--- src/rtl/ptw_arbiter_pkg.sv ---
// ptw_arbiter_pkg: shared types and constants for the page-table-walker arbiter.
//   arb_state_t   : arbiter FSM states
//   req_id_t      : translation requester identity (instruction fetch / data access)
//   PAGE_OFFSET_W : page offset width; VPN/PPN occupy bits 63:PAGE_OFFSET_W
package ptw_arbiter_pkg;

  localparam int PAGE_OFFSET_W = 12;
  localparam int VPN_W         = 64 - PAGE_OFFSET_W;

  typedef enum logic [1:0] {
    IDLE  = 2'd0,
    ISSUE = 2'd1,
    WAIT  = 2'd2,
    RESP  = 2'd3
  } arb_state_t;

  typedef enum logic {
    REQ_I = 1'b0,
    REQ_D = 1'b1
  } req_id_t;

endpackage

--- src/rtl/ptw_arbiter_if.sv ---
// ptw_arbiter_if: requester and walker signals of the PTW arbiter.
//   i_* / d_*   : instruction-fetch / data-access request and response
//   flush       : invalidate last-hit buffers (sfence.vma / satp write)
//   walk_*      : page-table walker start / VA / completion / result
// Modports: slave = the arbiter, master = the requesters plus walker around it.
interface ptw_arbiter_if;

  logic        i_req;
  logic [63:0] i_va;
  logic        i_rsp_valid;
  logic [63:0] i_rsp_pa;
  logic        i_rsp_fault;

  logic        d_req;
  logic [63:0] d_va;
  logic        d_rsp_valid;
  logic [63:0] d_rsp_pa;
  logic        d_rsp_fault;

  logic        flush;

  logic        walk_en;
  logic [63:0] walk_va;
  logic        walk_done;
  logic        walk_valid;
  logic [63:0] walk_pa;

  modport slave (
    input  i_req, i_va, d_req, d_va, flush, walk_done, walk_valid, walk_pa,
    output i_rsp_valid, i_rsp_pa, i_rsp_fault,
    output d_rsp_valid, d_rsp_pa, d_rsp_fault,
    output walk_en, walk_va
  );

  modport master (
    output i_req, i_va, d_req, d_va, flush, walk_done, walk_valid, walk_pa,
    input  i_rsp_valid, i_rsp_pa, i_rsp_fault,
    input  d_rsp_valid, d_rsp_pa, d_rsp_fault,
    input  walk_en, walk_va
  );

endinterface

--- src/rtl/ptw_lasthit.sv ---
// ptw_lasthit: one-entry last translation buffer {valid, vpn, ppn}.
//   clk, reset     : clock, synchronous active-high reset
//   flush          : invalidate the entry (wins over a same-cycle write)
//   wr_en/wr_vpn/wr_ppn : install a completed translation
//   lk_vpn         : lookup VPN; hit/hit_ppn are combinational from the entry
module ptw_lasthit
  import ptw_arbiter_pkg::*;
(
  input  logic             clk,
  input  logic             reset,
  input  logic             flush,
  input  logic             wr_en,
  input  logic [VPN_W-1:0] wr_vpn,
  input  logic [VPN_W-1:0] wr_ppn,
  input  logic [VPN_W-1:0] lk_vpn,
  output logic             hit,
  output logic [VPN_W-1:0] hit_ppn
);

  logic             valid_q, valid_d;
  logic [VPN_W-1:0] vpn_q, vpn_d;
  logic [VPN_W-1:0] ppn_q, ppn_d;

  always_comb begin
    valid_d = valid_q;
    vpn_d   = vpn_q;
    ppn_d   = ppn_q;
    if (flush) begin
      valid_d = 1'b0;
    end else if (wr_en) begin
      valid_d = 1'b1;
      vpn_d   = wr_vpn;
      ppn_d   = wr_ppn;
    end
  end

  always_ff @(posedge clk) begin
    if (reset) begin
      valid_q <= 1'b0;
      vpn_q   <= '0;
      ppn_q   <= '0;
    end else begin
      valid_q <= valid_d;
      vpn_q   <= vpn_d;
      ppn_q   <= ppn_d;
    end
  end

  assign hit     = valid_q && (lk_vpn == vpn_q);
  assign hit_ppn = ppn_q;

endmodule

--- src/rtl/ptw_arbiter.sv ---
// ptw_arbiter: shares one page-table walker between the instruction-fetch and
// data-access translation requesters, one request at a time, round-robin on
// conflict, returning a one-cycle response to the granted requester.
//   clk, reset : clock, synchronous active-high reset
//   bus        : ptw_arbiter_if.slave (requests, responses, flush, walker pins)
// Build option: define PTW_ARB_LASTHIT_EN to add a one-entry last-hit buffer
// per requester that answers repeated same-page translations without a walk.
//
// state | meaning
// IDLE  | arbitrate requests; on buffer hit go straight to RESP
// ISSUE | walk_en pulse; bare path completes here when walk_done is high
// WAIT  | hold walk_va, capture walk_pa on walk_valid until walk_done
// RESP  | one-cycle response to the granted requester, update round-robin
module ptw_arbiter
  import ptw_arbiter_pkg::*;
(
  input  logic           clk,
  input  logic           reset,
  ptw_arbiter_if.slave   bus
);

  arb_state_t  state_q, state_d;
  req_id_t     id_q, id_d;
  req_id_t     last_q, last_d;
  logic [63:0] cur_va_q, cur_va_d;
  logic [63:0] cur_pa_q, cur_pa_d;
  logic        ok_q, ok_d;

  logic             grant_i, grant_d, gnt_hit;
  logic [VPN_W-1:0] gnt_hit_ppn;
  logic             i_hit, d_hit;
  logic [VPN_W-1:0] i_hit_ppn, d_hit_ppn;

  logic        walk_en, i_rsp_valid, d_rsp_valid, i_rsp_fault, d_rsp_fault;
  logic [63:0] walk_va, i_rsp_pa, d_rsp_pa;

`ifdef PTW_ARB_LASTHIT_EN
  // Tracks any flush between grant and response so a stale result is not cached.
  logic flushed_q, flushed_d;
  logic lh_wr, i_hit_raw, d_hit_raw;

  always_comb begin
    flushed_d = (state_q == IDLE) ? bus.flush : (flushed_q | bus.flush);
  end

  always_ff @(posedge clk) begin
    if (reset) flushed_q <= 1'b0;
    else       flushed_q <= flushed_d;
  end

  assign lh_wr = (state_q == RESP) && ok_q && !flushed_q && !bus.flush;

  ptw_lasthit u_lasthit_i (
    .clk     (clk),
    .reset   (reset),
    .flush   (bus.flush),
    .wr_en   (lh_wr && (id_q == REQ_I)),
    .wr_vpn  (cur_va_q[63:PAGE_OFFSET_W]),
    .wr_ppn  (cur_pa_q[63:PAGE_OFFSET_W]),
    .lk_vpn  (bus.i_va[63:PAGE_OFFSET_W]),
    .hit     (i_hit_raw),
    .hit_ppn (i_hit_ppn)
  );

  ptw_lasthit u_lasthit_d (
    .clk     (clk),
    .reset   (reset),
    .flush   (bus.flush),
    .wr_en   (lh_wr && (id_q == REQ_D)),
    .wr_vpn  (cur_va_q[63:PAGE_OFFSET_W]),
    .wr_ppn  (cur_pa_q[63:PAGE_OFFSET_W]),
    .lk_vpn  (bus.d_va[63:PAGE_OFFSET_W]),
    .hit     (d_hit_raw),
    .hit_ppn (d_hit_ppn)
  );

  // A flush in the grant cycle empties the buffer at this edge, so do not trust its hit.
  assign i_hit = i_hit_raw && !bus.flush;
  assign d_hit = d_hit_raw && !bus.flush;
`else
  assign i_hit     = 1'b0;
  assign d_hit     = 1'b0;
  assign i_hit_ppn = '0;
  assign d_hit_ppn = '0;
`endif

  // Round-robin: on conflict the requester not served last wins.
  always_comb begin
    grant_i     = bus.i_req && (!bus.d_req || (last_q == REQ_D));
    grant_d     = bus.d_req && !grant_i;
    gnt_hit     = (grant_i && i_hit) || (grant_d && d_hit);
    gnt_hit_ppn = grant_i ? i_hit_ppn : d_hit_ppn;
  end

  always_comb begin
    state_d     = state_q;
    id_d        = id_q;
    last_d      = last_q;
    cur_va_d    = cur_va_q;
    cur_pa_d    = cur_pa_q;
    ok_d        = ok_q;
    walk_en     = 1'b0;
    walk_va     = '0;
    i_rsp_valid = 1'b0;
    i_rsp_pa    = '0;
    i_rsp_fault = 1'b0;
    d_rsp_valid = 1'b0;
    d_rsp_pa    = '0;
    d_rsp_fault = 1'b0;
    case (state_q)
      IDLE: begin
        ok_d     = 1'b0;
        cur_pa_d = '0;
        if (grant_i || grant_d) begin
          id_d     = grant_i ? REQ_I : REQ_D;
          cur_va_d = grant_i ? bus.i_va : bus.d_va;
          if (gnt_hit) begin
            state_d  = RESP;
            ok_d     = 1'b1;
            cur_pa_d = {gnt_hit_ppn, cur_va_d[PAGE_OFFSET_W-1:0]};
          end else begin
            state_d = ISSUE;
          end
        end
      end
      ISSUE: begin
        walk_en = 1'b1;
        walk_va = cur_va_q;
        if (bus.walk_valid) begin
          cur_pa_d = bus.walk_pa;
          ok_d     = 1'b1;
        end
        state_d = bus.walk_done ? RESP : WAIT;
      end
      WAIT: begin
        walk_va = cur_va_q;
        if (bus.walk_valid) begin
          cur_pa_d = bus.walk_pa;
          ok_d     = 1'b1;
        end
        if (bus.walk_done) state_d = RESP;
      end
      RESP: begin
        if (id_q == REQ_I) begin
          i_rsp_valid = 1'b1;
          i_rsp_pa    = ok_q ? cur_pa_q : '0;
          i_rsp_fault = !ok_q;
        end else begin
          d_rsp_valid = 1'b1;
          d_rsp_pa    = ok_q ? cur_pa_q : '0;
          d_rsp_fault = !ok_q;
        end
        last_d  = id_q;
        state_d = IDLE;
      end
      default: state_d = IDLE;
    endcase
  end

  always_ff @(posedge clk) begin
    if (reset) begin
      state_q  <= IDLE;
      id_q     <= REQ_I;
      last_q   <= REQ_D;
      cur_va_q <= '0;
      cur_pa_q <= '0;
      ok_q     <= 1'b0;
    end else begin
      state_q  <= state_d;
      id_q     <= id_d;
      last_q   <= last_d;
      cur_va_q <= cur_va_d;
      cur_pa_q <= cur_pa_d;
      ok_q     <= ok_d;
    end
  end

  assign bus.walk_en     = walk_en;
  assign bus.walk_va     = walk_va;
  assign bus.i_rsp_valid = i_rsp_valid;
  assign bus.i_rsp_pa    = i_rsp_pa;
  assign bus.i_rsp_fault = i_rsp_fault;
  assign bus.d_rsp_valid = d_rsp_valid;
  assign bus.d_rsp_pa    = d_rsp_pa;
  assign bus.d_rsp_fault = d_rsp_fault;

endmodule

--- src/flat_wrapper.sv ---
// flat-port wrapper written by rule: the top's interface ports become plain ports
module ptw_arbiter_flat import ptw_arbiter_pkg::*;
  (clk, reset, bus_i_req, bus_i_va, bus_d_req, bus_d_va, bus_flush, bus_walk_done, bus_walk_valid, bus_walk_pa, bus_i_rsp_valid, bus_i_rsp_pa, bus_i_rsp_fault, bus_d_rsp_valid, bus_d_rsp_pa, bus_d_rsp_fault, bus_walk_en, bus_walk_va);
  ptw_arbiter_if bus_i ();
  input  logic clk;
  input  logic reset;
  input wire logic [$bits(bus_i.i_req)-1:0] bus_i_req;
  input wire logic [$bits(bus_i.i_va)-1:0] bus_i_va;
  input wire logic [$bits(bus_i.d_req)-1:0] bus_d_req;
  input wire logic [$bits(bus_i.d_va)-1:0] bus_d_va;
  input wire logic [$bits(bus_i.flush)-1:0] bus_flush;
  input wire logic [$bits(bus_i.walk_done)-1:0] bus_walk_done;
  input wire logic [$bits(bus_i.walk_valid)-1:0] bus_walk_valid;
  input wire logic [$bits(bus_i.walk_pa)-1:0] bus_walk_pa;
  output wire logic [$bits(bus_i.i_rsp_valid)-1:0] bus_i_rsp_valid;
  output wire logic [$bits(bus_i.i_rsp_pa)-1:0] bus_i_rsp_pa;
  output wire logic [$bits(bus_i.i_rsp_fault)-1:0] bus_i_rsp_fault;
  output wire logic [$bits(bus_i.d_rsp_valid)-1:0] bus_d_rsp_valid;
  output wire logic [$bits(bus_i.d_rsp_pa)-1:0] bus_d_rsp_pa;
  output wire logic [$bits(bus_i.d_rsp_fault)-1:0] bus_d_rsp_fault;
  output wire logic [$bits(bus_i.walk_en)-1:0] bus_walk_en;
  output wire logic [$bits(bus_i.walk_va)-1:0] bus_walk_va;
  assign bus_i.i_req = bus_i_req;
  assign bus_i.i_va = bus_i_va;
  assign bus_i.d_req = bus_d_req;
  assign bus_i.d_va = bus_d_va;
  assign bus_i.flush = bus_flush;
  assign bus_i.walk_done = bus_walk_done;
  assign bus_i.walk_valid = bus_walk_valid;
  assign bus_i.walk_pa = bus_walk_pa;
  assign bus_i_rsp_valid = bus_i.i_rsp_valid;
  assign bus_i_rsp_pa = bus_i.i_rsp_pa;
  assign bus_i_rsp_fault = bus_i.i_rsp_fault;
  assign bus_d_rsp_valid = bus_i.d_rsp_valid;
  assign bus_d_rsp_pa = bus_i.d_rsp_pa;
  assign bus_d_rsp_fault = bus_i.d_rsp_fault;
  assign bus_walk_en = bus_i.walk_en;
  assign bus_walk_va = bus_i.walk_va;
  ptw_arbiter u_core (.clk(clk), .reset(reset), .bus(bus_i));
endmodule
--- config.mk ---
export PLATFORM = sky130hd
export DESIGN_NAME = ptw_arbiter_flat
export DESIGN_NICKNAME = d
export VERILOG_FILES = /design/src/rtl/ptw_arbiter_pkg.sv /design/src/rtl/ptw_arbiter_if.sv /design/src/rtl/ptw_lasthit.sv /design/src/rtl/ptw_arbiter.sv /design/src/flat_wrapper.sv
export SDC_FILE = /design/constraint.sdc
export NUM_CORES = 1
export LEC_CHECK = 0
export BUFFER_PORTS_ARGS = -buffer_cell sky130_fd_sc_hd__buf_4
export CORE_AREA = 2 2 156 158
export CTS_BUF_LIST = sky130_fd_sc_hd__clkbuf_2
export CTS_CLUSTER_SIZE = 28
export DETAILED_ROUTE_END_ITERATION = 10
export DIE_AREA = 0 0 158 160
export GPL_ROUTABILITY_DRIVEN = 0
export GPL_TIMING_DRIVEN = 0
export PLACE_DENSITY = 0.56
export REMOVE_ABC_BUFFERS = 1
export SKIP_LAST_GASP = 1
export SYNTH_ARGS = -nofsm -noshare
export SYNTH_HDL_FRONTEND = slang
export SYNTH_SLANG_ARGS = --single-unit
--- constraint.sdc ---
create_clock -name clk -period 2.3 [get_ports clk]
set_clock_uncertainty 0.05 [all_clocks]
set_input_delay 0.46 -clock clk [delete_from_list [all_inputs] [get_ports clk]]
set_output_delay 0.46 -clock clk [all_outputs]
set_load 0.05 [all_outputs]
==> flow_summary.yaml, run 1 <==
run_status:
  status: "finished with violations"
  failed_checks: "negative setup slack"
sta:
  tns_ns: -61.89
  hold_viol_final: 0
  setup_ws_ns: -0.413
  setup_violations: 196
  finalCriticalPeriod_ns: 2.71
  fin_hold_ws_ns: 0.151
  fmax_mhz: 369
  drv_slew: 0
  relSlewSlack_pct: 19.8
  rsz0062_at_grt: "yes"
  tightestPinTransition_ns: 1.20
  min_period_over_period_pct: 118
final_layout:
  fillers: 1946
  seqCellArea_mm2: 0.00267
  fin_cells: 1735
  fin_nets: 1599
  multi_input_area_mm2: 0.00438
  drive_above_1_share_pct: 44.7
  area_growth_pct: 104
route:
  routedWlPerCell_um: 19.8
  ant_nets: 0
  drtIter0Drc: 515
  wl_um: 34400
  first_pass_iters: 5
  via_per_inst: 5.08
  drc_errors: 0
  vias: 8807
power:
  leakagePower_nw: 6.18
  p_int_w: 0.00694
  total_power_w: 0.0126
  power.share.clock_pct: 13.7
  switching_share_pct: 44.8
  ir_worst_vdd_mv: 0.583
  seq_power_share_pct: 28.5
  switching_power_w: 0.00562
  power_density_mw_per_mm2: 875
  combPwrFrac_pct: 57.8
logic_synthesis:
  synthCells: 840
  synth_cell_type_count: 29
  avgSynthCellArea_um2: 8.38
  ys_ff_latch: 133
  synth-warning-count: 0
  synth_area_mm2: 0.00704
  yosysSeqAreaShare_pct: 37.8
grt:
  antenna_found_initial: 1
  grt_overflow: 0
  grt_max_degree: 85
  grt_pass1_vias: 8364
  grt_usage_pct: 23.4
  grt_pass1_wl_um: 46400
critical_path:
  cp-start-kind: "flop"
  cp.arrival_ns: 2.20
  crit_chain: "ha_4 -> clkinvlp_4 -> nor2_4 -> buf_12 -> buf_12 -> and3_1 -> buf_6"
  cpMostUsedCell: "buf_12"
  crit_buf_inv: 4
  critPathMaxStageDelay_ns: 0.42
  crit_path_end_kind: "output pin"
  cp_slowest_cell: "dfxtp_4"
  crit_family: "buffers and inverters"
  cp_max_fo: 23
  crit_required_ns: 1.79
  path_class: "reg -> out"
clock_tree:
  cts_buffers: 17
  clk_pin_slew_worst_paths_ns: 0.24
  cts.sinks: 133
  cts_buffer_depth: 2
  insertion_delay_ns: 0.66
  cts_tree: "done"
  cts-root-buf: "clkbuf_2"
  h-tree-depth: 4
floorplanning:
  io_pins: 396
  core_region_area_mm2: 0.0238
  die_h_um: 160
  start_util_pct: 29.6
  num_rows: 57
  die_x_um: 158
  dieArea_mm2: 0.0253
placement:
  place_inst: 1471
  post-place-ws_ns: -0.553
  place.detailed.hpwl_um: 18400
  port_buffers: 394
job:
  drv_cap: 0
worst_hold_path:
  min_path_type: "in -> reg"
layout make-up:
type | instances | area share, %
timing repair buffer | 625 | 45.9
sequential | 133 | 18.6
clock inverter | 14 | 1.39
clock buffer | 17 | 0.592
antenna | 3 | 0.0523
tap | 324 | 2.82
inverter | 4 | 0.148
multi-input combinational | 615 | 30.5
cell families (layout without fill, tap and decap cells):
kind of cell / count (synthesis) / in the layout / share of synthesized area [%]
simple gates: 400 / 408 / 29.7
compound gates: 200 / 201 / 24.6
flops: 133 / 133 / 37.8
buf+inv: 101 / 660 / 6.82
fa+ha+maj: 4 / 4 / 0.711
mux: 2 / 2 / 0.338
other cells: 0 / 3 / 0
stage by stage:
| step | area (um2) | utilization [%] |
|---|---|---|
| 2_1_floorplan | 6580 | - |
| 3_3_place_gp | 9940 | 41.7 |
| 3_5_place_dp | 10200 | 42.8 |
| 4_1_cts | 13200 | 55.3 |
| 5_1_grt | 14400 | 60.3 |
| 6_report | 14400 | 60.3 |
cell usage after synthesis:
cell type	n	share of area [%]
buf_2	36	2.6
buf_4	9	0.96
nor2_1	132	7.0
buf_1	1	0.053
a311oi_1	15	1.9
mux2i_2	1	0.20
nand2b_1	4	0.36
nor2b_1	3	0.27
nand3_1	64	4.5
a311oi_2	50	11
and3_1	66	5.9
a211o_1	1	0.12
buf_6	3	0.48
a21o_1	1	0.11
a211oi_1	1	0.11
mux2i_1	1	0.14
a22oi_1	64	6.8
a2111oi_0	1	0.12
a21oi_1	2	0.14
clkbuf_1	48	2.6
dfxtp_1	133	38
ha_1	4	0.71
inv_2	1	0.053
o21ai_1	60	4.3
o21a_1	1	0.11
inv_1	3	0.16
nor3_1	1	0.071
o21ai_0	4	0.28
and2_1	130	12
power by group through the flow:
| stage | clock network, W | logic (W) | registers, W |
|---|---|---|---|
| 2_1_floorplan | 0 | 0.00323 | 0.00321 |
| 5_1_grt | 0.00186 | 0.00768 | 0.00364 |
| 3_5_place_dp | 0 | 0.00539 | 0.00349 |
| 4_1_cts | 0.00178 | 0.00671 | 0.00347 |
| 6_report | 0.00172 | 0.00726 | 0.00358 |
| 3_3_place_gp | 0 | 0.00431 | 0.00317 |
layer usage:
metal / vias up / track usage, % / wire (um)
li1: 4128 / - / -
met1: 4229 / 28.3 / 13400
met2: 397 / 41.1 / 17500
met3: 53 / 5.67 / 2680
met4: 0 / 6.39 / 832
met5: - / 0 / 0
path summary, 6_finish.rpt:
kind | start | end | slack, ns | cells past startpoint
max | u_core.state_q[0]$_SDFFE_PP0P_ | bus_i_rsp_pa[41] | -0.41 | 7
min | reset | u_core.cur_pa_q[62]$_SDFFE_PP0P_ | 0.15 | 2
max reg2reg | u_core.state_q[0]$_SDFFE_PP0P_ | u_core.cur_pa_q[22]$_SDFFE_PP0P_ | 0.13 | 10
min reg2reg | u_core.cur_va_q[61]$_SDFFE_PP0P_ | u_core.cur_va_q[61]$_SDFFE_PP0P_ | 0.46 | 2
flip-flops by register name, summed over array words and instances (netlist names):
| register | flops |
|---|---|
| u_core.last_q | 1 |
| u_core.ok_q | 1 |
| u_core.state_q | 2 |
| u_core.id_q | 1 |
| u_core.cur_va_q | 64 |
| u_core.cur_pa_q | 64 |
repair_timing:
| action | 4_1_cts | 5_1_grt |
|---|---|---|
| gates cloned | 7 | 11 |
| hold buffers | 192 | 0 |
| hold endpoints to repair | 128 | 0 |
| pin swaps | 4 | 4 |
| setup endpoints to repair | 292 | 293 |
| buffers inserted | 16 | 9 |
| resized for setup | 133 | 285 |
layout by cell type (no fill, tap or decap), types with 60 or more instances in the layout:
cell type and count:
buf_4 203, dlygate4sd3_1 192, nor2_1 131, buf_6 131, dfxtp_1 129, buf_8 74, and2_1 71, a22oi_1 64
nand3_1 64, o21ai_1 60
Note: power is estimated with default switching activity, not from simulation.
==> run 2, diff against run 1 <==
Settings changed: ABC_CLOCK_PERIOD_IN_PS set to 2300, CORE_AREA 2 2 156 158 to 4 4 152 154, DIE_AREA 0 0 158 160 to 0 0 156 158, PLACE_DENSITY 0.56 to 0.6.
==> flow_summary.yaml, run 2 (synthesis results as in run 1) <==
grt:
  grt_pass1_wl_um: 49700
  grt_max_degree: 72
  grt_usage_pct: 25.5
  antenna_found_initial: 3
  grt_overflow: 0
  grt_pass1_vias: 8754
critical_path:
  crit_buf_inv: 6
  cp_slowest_cell: "dfxtp_4"
  cp-start-kind: "flop"
  crit_required_ns: 1.79
  crit_path_end_kind: "output pin"
  worstReg2RegEnd: "u_core.cur_va_q[12]$_SDFFE_PP0P_"
  path_class: "reg -> out"
  cp.arrival_ns: 2.19
  critPathMaxStageDelay_ns: 0.41
  reg2reg_depth: 4
  crit_family: "buffers and inverters"
  r2r_slack_ns: 0.11
  r2r-start: "u_core.last_q$_SDFFE_PP1P_"
  cp_max_fo: 7
  crit_chain: "ha_4 -> inv_4 -> nor2_4 -> buf_6 -> buf_12 -> buf_12 -> buf_16 -> and3_4 -> buf_8"
  cpMostUsedCell: "buf_12"
route:
  top_layer: "met5"
  routed-wl-met3_um: 2920
  drc_errors: 0
  via_per_inst: 5.28
  route.met2.wl_um: 18000
  wl_um: 35200
  routedWlPerCell_um: 20.9
  ant_nets: 0
  first_pass_iters: 5
  drtIter0Drc: 511
  wl_met1_um: 13300
  vias: 8892
worst_hold_path:
  min_to: "u_core.cur_va_q[8]$_SDFFE_PP0P_"
  hold_depth: 3
  hold_start: "bus_d_va[8]"
  min_path_type: "in -> reg"
sta:
  setup_violations: 195
  relSlewSlack_pct: 42.6
  finalCriticalPeriod_ns: 2.70
  setup_ws_ns: -0.396
  rsz0062_at_grt: "yes"
  min_period_over_period_pct: 117
  drv_slew: 0
  fmax_mhz: 371
  tightestPinTransition_ns: 0.861
  hold_viol_final: 0
final_layout:
  drive_above_1_share_pct: 42.8
  area_growth_pct: 97.5
  fin_nets: 1592
  final_cell_mix: "buf_4 (269), dlygate4sd3_1 (190), nor2_1 (131)"
  layout_commonest_cell: "buf_4"
  largestRegisters: "u_core.cur_pa_q: 64 flops, u_core.cur_va_q: 64 flops, u_core.state_q: 2 flops"
  fin_cells: 1685
  fillers: 1684
clock_tree:
  cts_tree: "done"
  h-tree-depth: 4
  cts-root-buf: "clkbuf_2"
  cts_buffers: 17
  cts.sinks: 133
  clk_pin_slew_worst_paths_ns: 0.22
  insertion_delay_ns: 0.68
  cts_buffer_depth: 2
floorplanning:
  io_pins: 396
  dieArea_mm2: 0.0246
  die_h_um: 158
  num_rows: 54
  die_x_um: 156
  start_util_pct: 32.5
  core_region_area_mm2: 0.0217
placement:
  place.detailed.hpwl_um: 19400
  place_inst: 1427
  port_buffers: 394
power:
  leakagePower_nw: 5.94
  power_density_mw_per_mm2: 865
  ir_worst_vdd_mv: 0.548
  total_power_w: 0.0120
run_status:
  failed_checks: "negative setup slack"
  status: "finished with violations"
job:
  drv_cap: 0
[run 2: through the flow]
step | worst slack [ns] | hold WS, ns | util (%) | setup TNS (ns) | instance area [um2]
floorplan | -1.86 | 0.400 | - | -327.88 | 6580
global placement | -3.49 | 0.423 | 45.6 | -730.38 | 9880
detailed placement | -0.317 | 0.437 | 46.9 | -16.52 | 10200
CTS | -0.482 | 0.000786 | 62.1 | -81.37 | 13500
global route | -0.541 | 0.0159 | 64.1 | -93.30 | 13900
finish | -0.396 | 0.109 | 64.1 | -60.64 | 13900
[run 2: area by class of cell]
type | count | area (um2) | area share (%)
diodes | 3 | 7.51 | 0.0540
flip-flops and latches | 133 | 2670 | 19.2
clock inverters | 14 | 153 | 1.10
multi-input cells | 613 | 4370 | 31.4
repair buffers | 620 | 6250 | 44.9
inverters | 4 | 20.0 | 0.144
clock buffers | 18 | 90.1 | 0.648
well taps | 280 | 350 | 2.52
[run 2: worst min-delay path, delay by kind of cell]
kind                   cells  cell delay (ns)
buffers and inverters      1             0.11
AO/OA/AOI/OAI              2             0.25
[run 2: timing repair]
| action | CTS | global route |
|---|---|---|
| setup buffers | 13 | 3 |
| pin swaps | 3 | 4 |
| hold endpoints to repair | 128 | 0 |
| resized for setup | 212 | 68 |
| hold buffers | 190 | 0 |
| cloned | 11 | 8 |
| endpoints found under the setup margin | 242 | 227 |
[run 2: how the worst max path moves through the flow]
stage	start	endpoint	slack, ns	cells past startpoint
5_1_grt	u_core.state_q[0]$_SDFFE_PP0P_	bus_i_rsp_pa[50]	-0.54	9
6_report	u_core.state_q[0]$_SDFFE_PP0P_	bus_i_rsp_pa[0]	-0.40	9
3_5_place_dp	bus_i_req	u_core.cur_va_q[8]$_SDFFE_PP0P_	-0.32	4
2_1_floorplan	u_core.state_q[0]$_SDFFE_PP0P_	u_core.cur_va_q[10]$_SDFFE_PP0P_	-1.86	4
4_1_cts	u_core.state_q[0]$_SDFFE_PP0P_	bus_i_rsp_pa[1]	-0.48	9
3_3_place_gp	bus_i_req	u_core.cur_va_q[34]$_SDFFE_PP0P_	-3.49	3
[run 2: power by group]
| part | switching (W) | internal, W |
|---|---|---|
| registers | 0.000540 | 0.00301 |
| clock network | 0.000970 | 0.000512 |
| logic | 0.00404 | 0.00296 |
[run 2: routing by layer]
layer / up-vias / GRT usage (%)
met3: 60 / 6.67
li1: 4123 / -
met2: 462 / 44.8
met4: 2 / 8.80
met5: - / 0
met1: 4245 / 30.1
==> run 3, diff against run 2 <==
Settings changed: CORE_AREA 4 4 152 154 to not set, CORE_MARGIN set to 4, CORE_UTILIZATION set to 33, DIE_AREA 0 0 156 158 to not set, PLACE_DENSITY 0.6 to 0.61.
==> flow_summary.yaml, run 3 (synthesis results as in run 1) <==
run_status:
  status: "finished with violations"
  failed_checks: "negative setup slack"
clock_tree:
  cts.sinks: 133
  cts_buffer_depth: 2
  insertion_delay_ns: 0.67
  cts_buffers: 17
  cts-root-buf: "clkbuf_2"
  h-tree-depth: 4
  cts_tree: "done"
  clk_pin_slew_worst_paths_ns: 0.20
sta:
  tightestPinTransition_ns: 1.26
  relSlewSlack_pct: 16.3
  setup_violations: 194
  min_period_over_period_pct: 114
  hold_viol_final: 0
  fmax_mhz: 380
  finalCriticalPeriod_ns: 2.63
  rsz0062_at_grt: "yes"
  drv_slew: 0
  tns_ns: -50.08
  setup_ws_ns: -0.330
placement:
  port_buffers: 394
  dpl_cell_area_mm2: 0.0101
  post-place-ws_ns: -0.513
  place.detailed.hpwl_um: 18900
  place_inst: 1421
floorplanning:
  core_region_area_mm2: 0.0210
  die_x_um: 154
  num_rows: 53
  dieArea_mm2: 0.0237
  die_h_um: 154
  start_util_pct: 33.5
  io_pins: 396
grt:
  grt_pass1_wl_um: 47900
  grt_usage_pct: 25.0
  antenna_found_initial: 1
  grt_pass1_vias: 8461
  grt_max_degree: 81
  grt_overflow: 0
power:
  switching_power_w: 0.00567
  ir_worst_vdd_mv: 0.796
  seq_power_share_pct: 27.7
  p_int_w: 0.00711
  power.share.clock_pct: 14.1
  leakagePower_nw: 6.18
  power_density_mw_per_mm2: 910
  combPwrFrac_pct: 58.1
  switching_share_pct: 44.3
route:
  vias: 8868
  drtIter0Drc: 558
  wl_um: 35100
  drc_errors: 0
  via_per_inst: 5.28
  ant_nets: 0
  routedWlPerCell_um: 20.9
  first_pass_iters: 5
critical_path:
  critPathLaunch: "u_core.state_q[0]$_SDFFE_PP0P_"
  crit_path_end_kind: "output pin"
  crit_required_ns: 1.79
  path_class: "reg -> out"
  r2r-start: "u_core.state_q[1]$_SDFFE_PP0P_"
  cp_max_fo: 7
  cp-start-kind: "flop"
  cp.arrival_ns: 2.12
final_layout:
  layout_commonest_cell: "buf_4"
  fin_cells: 1679
  fin_nets: 1594
  largestRegisters: "u_core.cur_pa_q: 64 flops, u_core.cur_va_q: 64 flops, u_core.state_q: 2 flops"
  postLayoutCellArea_mm2: 0.0140
  final_cell_mix: "buf_4 (246), dlygate4sd3_1 (192), nor2_1 (131)"
  area_growth_pct: 99.3
  drive_above_1_share_pct: 43.5
worst_hold_path:
  hold_start: "bus_walk_valid"
  min_path_type: "in -> reg"
job:
  drv_cap: 0
-- run 3: changes by cell type in the layout (fill, tap and decap cells not counted), sizes merged, moves of 2 or more --
cell	delta
diode	-2
clkinvlp	-3
dlygate4sd3	+2
bufinv	+3
and3	+2
-- run 3: layout make-up --
type	instances	area, um2
Clock buffer	17	85.1
Clock inverter	14	224
Timing Repair Buffer	623	6420
Fill cell	1575	6990
Antenna cell	1	2.50
Tap cell	275	344
Sequential cell	133	2680
Inverter	4	17.5
Multi-Input combinational cell	612	4270
-- run 3: metrics by stage --
stage / hold slack, ns / total power, W / utilization [%]
6_report: 0.127 / 0.0128 / 66.8
5_1_grt: 0.0398 / 0.0134 / 66.8
4_1_cts: 0.00220 / 0.0115 / 62.7
3_5_place_dp: 0.436 / 0.00885 / 48.2
3_3_place_gp: 0.421 / 0.00748 / 47.0
2_1_floorplan: 0.400 / 0.00644 / -
-- run 3: what timing repair did --
action,CTS,global route
endpoints found under the setup margin,228,258
hold buffers,191,1
resized for setup,173,165
cloned,8,10
endpoints found under the hold margin,128,1
pin swaps,12,9
buffers inserted,9,7
-- run 3: power by group through the flow --
stage | registers, W | clock network [W] | logic, W
floorplan | 0.00321 | 0 | 0.00323
global placement | 0.00316 | 0 | 0.00432
detailed placement | 0.00346 | 0 | 0.00539
CTS | 0.00346 | 0.00186 | 0.00614
global route | 0.00361 | 0.00195 | 0.00782
finish | 0.00354 | 0.00180 | 0.00743
-- run 3: worst max-delay path: stages, from the launching register on --
cell	delay, ns
dfxtp_4	0.42
ha_4	0.17
inv_4	0.05
nor2_4	0.12
buf_6	0.16
clkbuf_16	0.17
and3_4	0.20
buf_6	0.16
-- run 3: metal layers --
metal	wire length, um	track usage, %	vias to the layer above
li1	-	-	4110
met1	13400	29.5	4250
met2	18000	44.6	448
met3	2760	6.56	60
met4	938	7.15	0
met5	0	0	-
-- run 3: final timing paths --
path,to,depth (start not counted),slack [ns]
worst max-delay path,bus_i_rsp_pa[30],7,-0.33
worst min-delay path,u_core.cur_pa_q[14]$_SDFFE_PP0P_,4,0.13
worst max register to register,u_core.cur_va_q[39]$_SDFFE_PP0P_,6,0.09
worst min register to register,u_core.cur_va_q[1]$_SDFFE_PP0P_,2,0.46
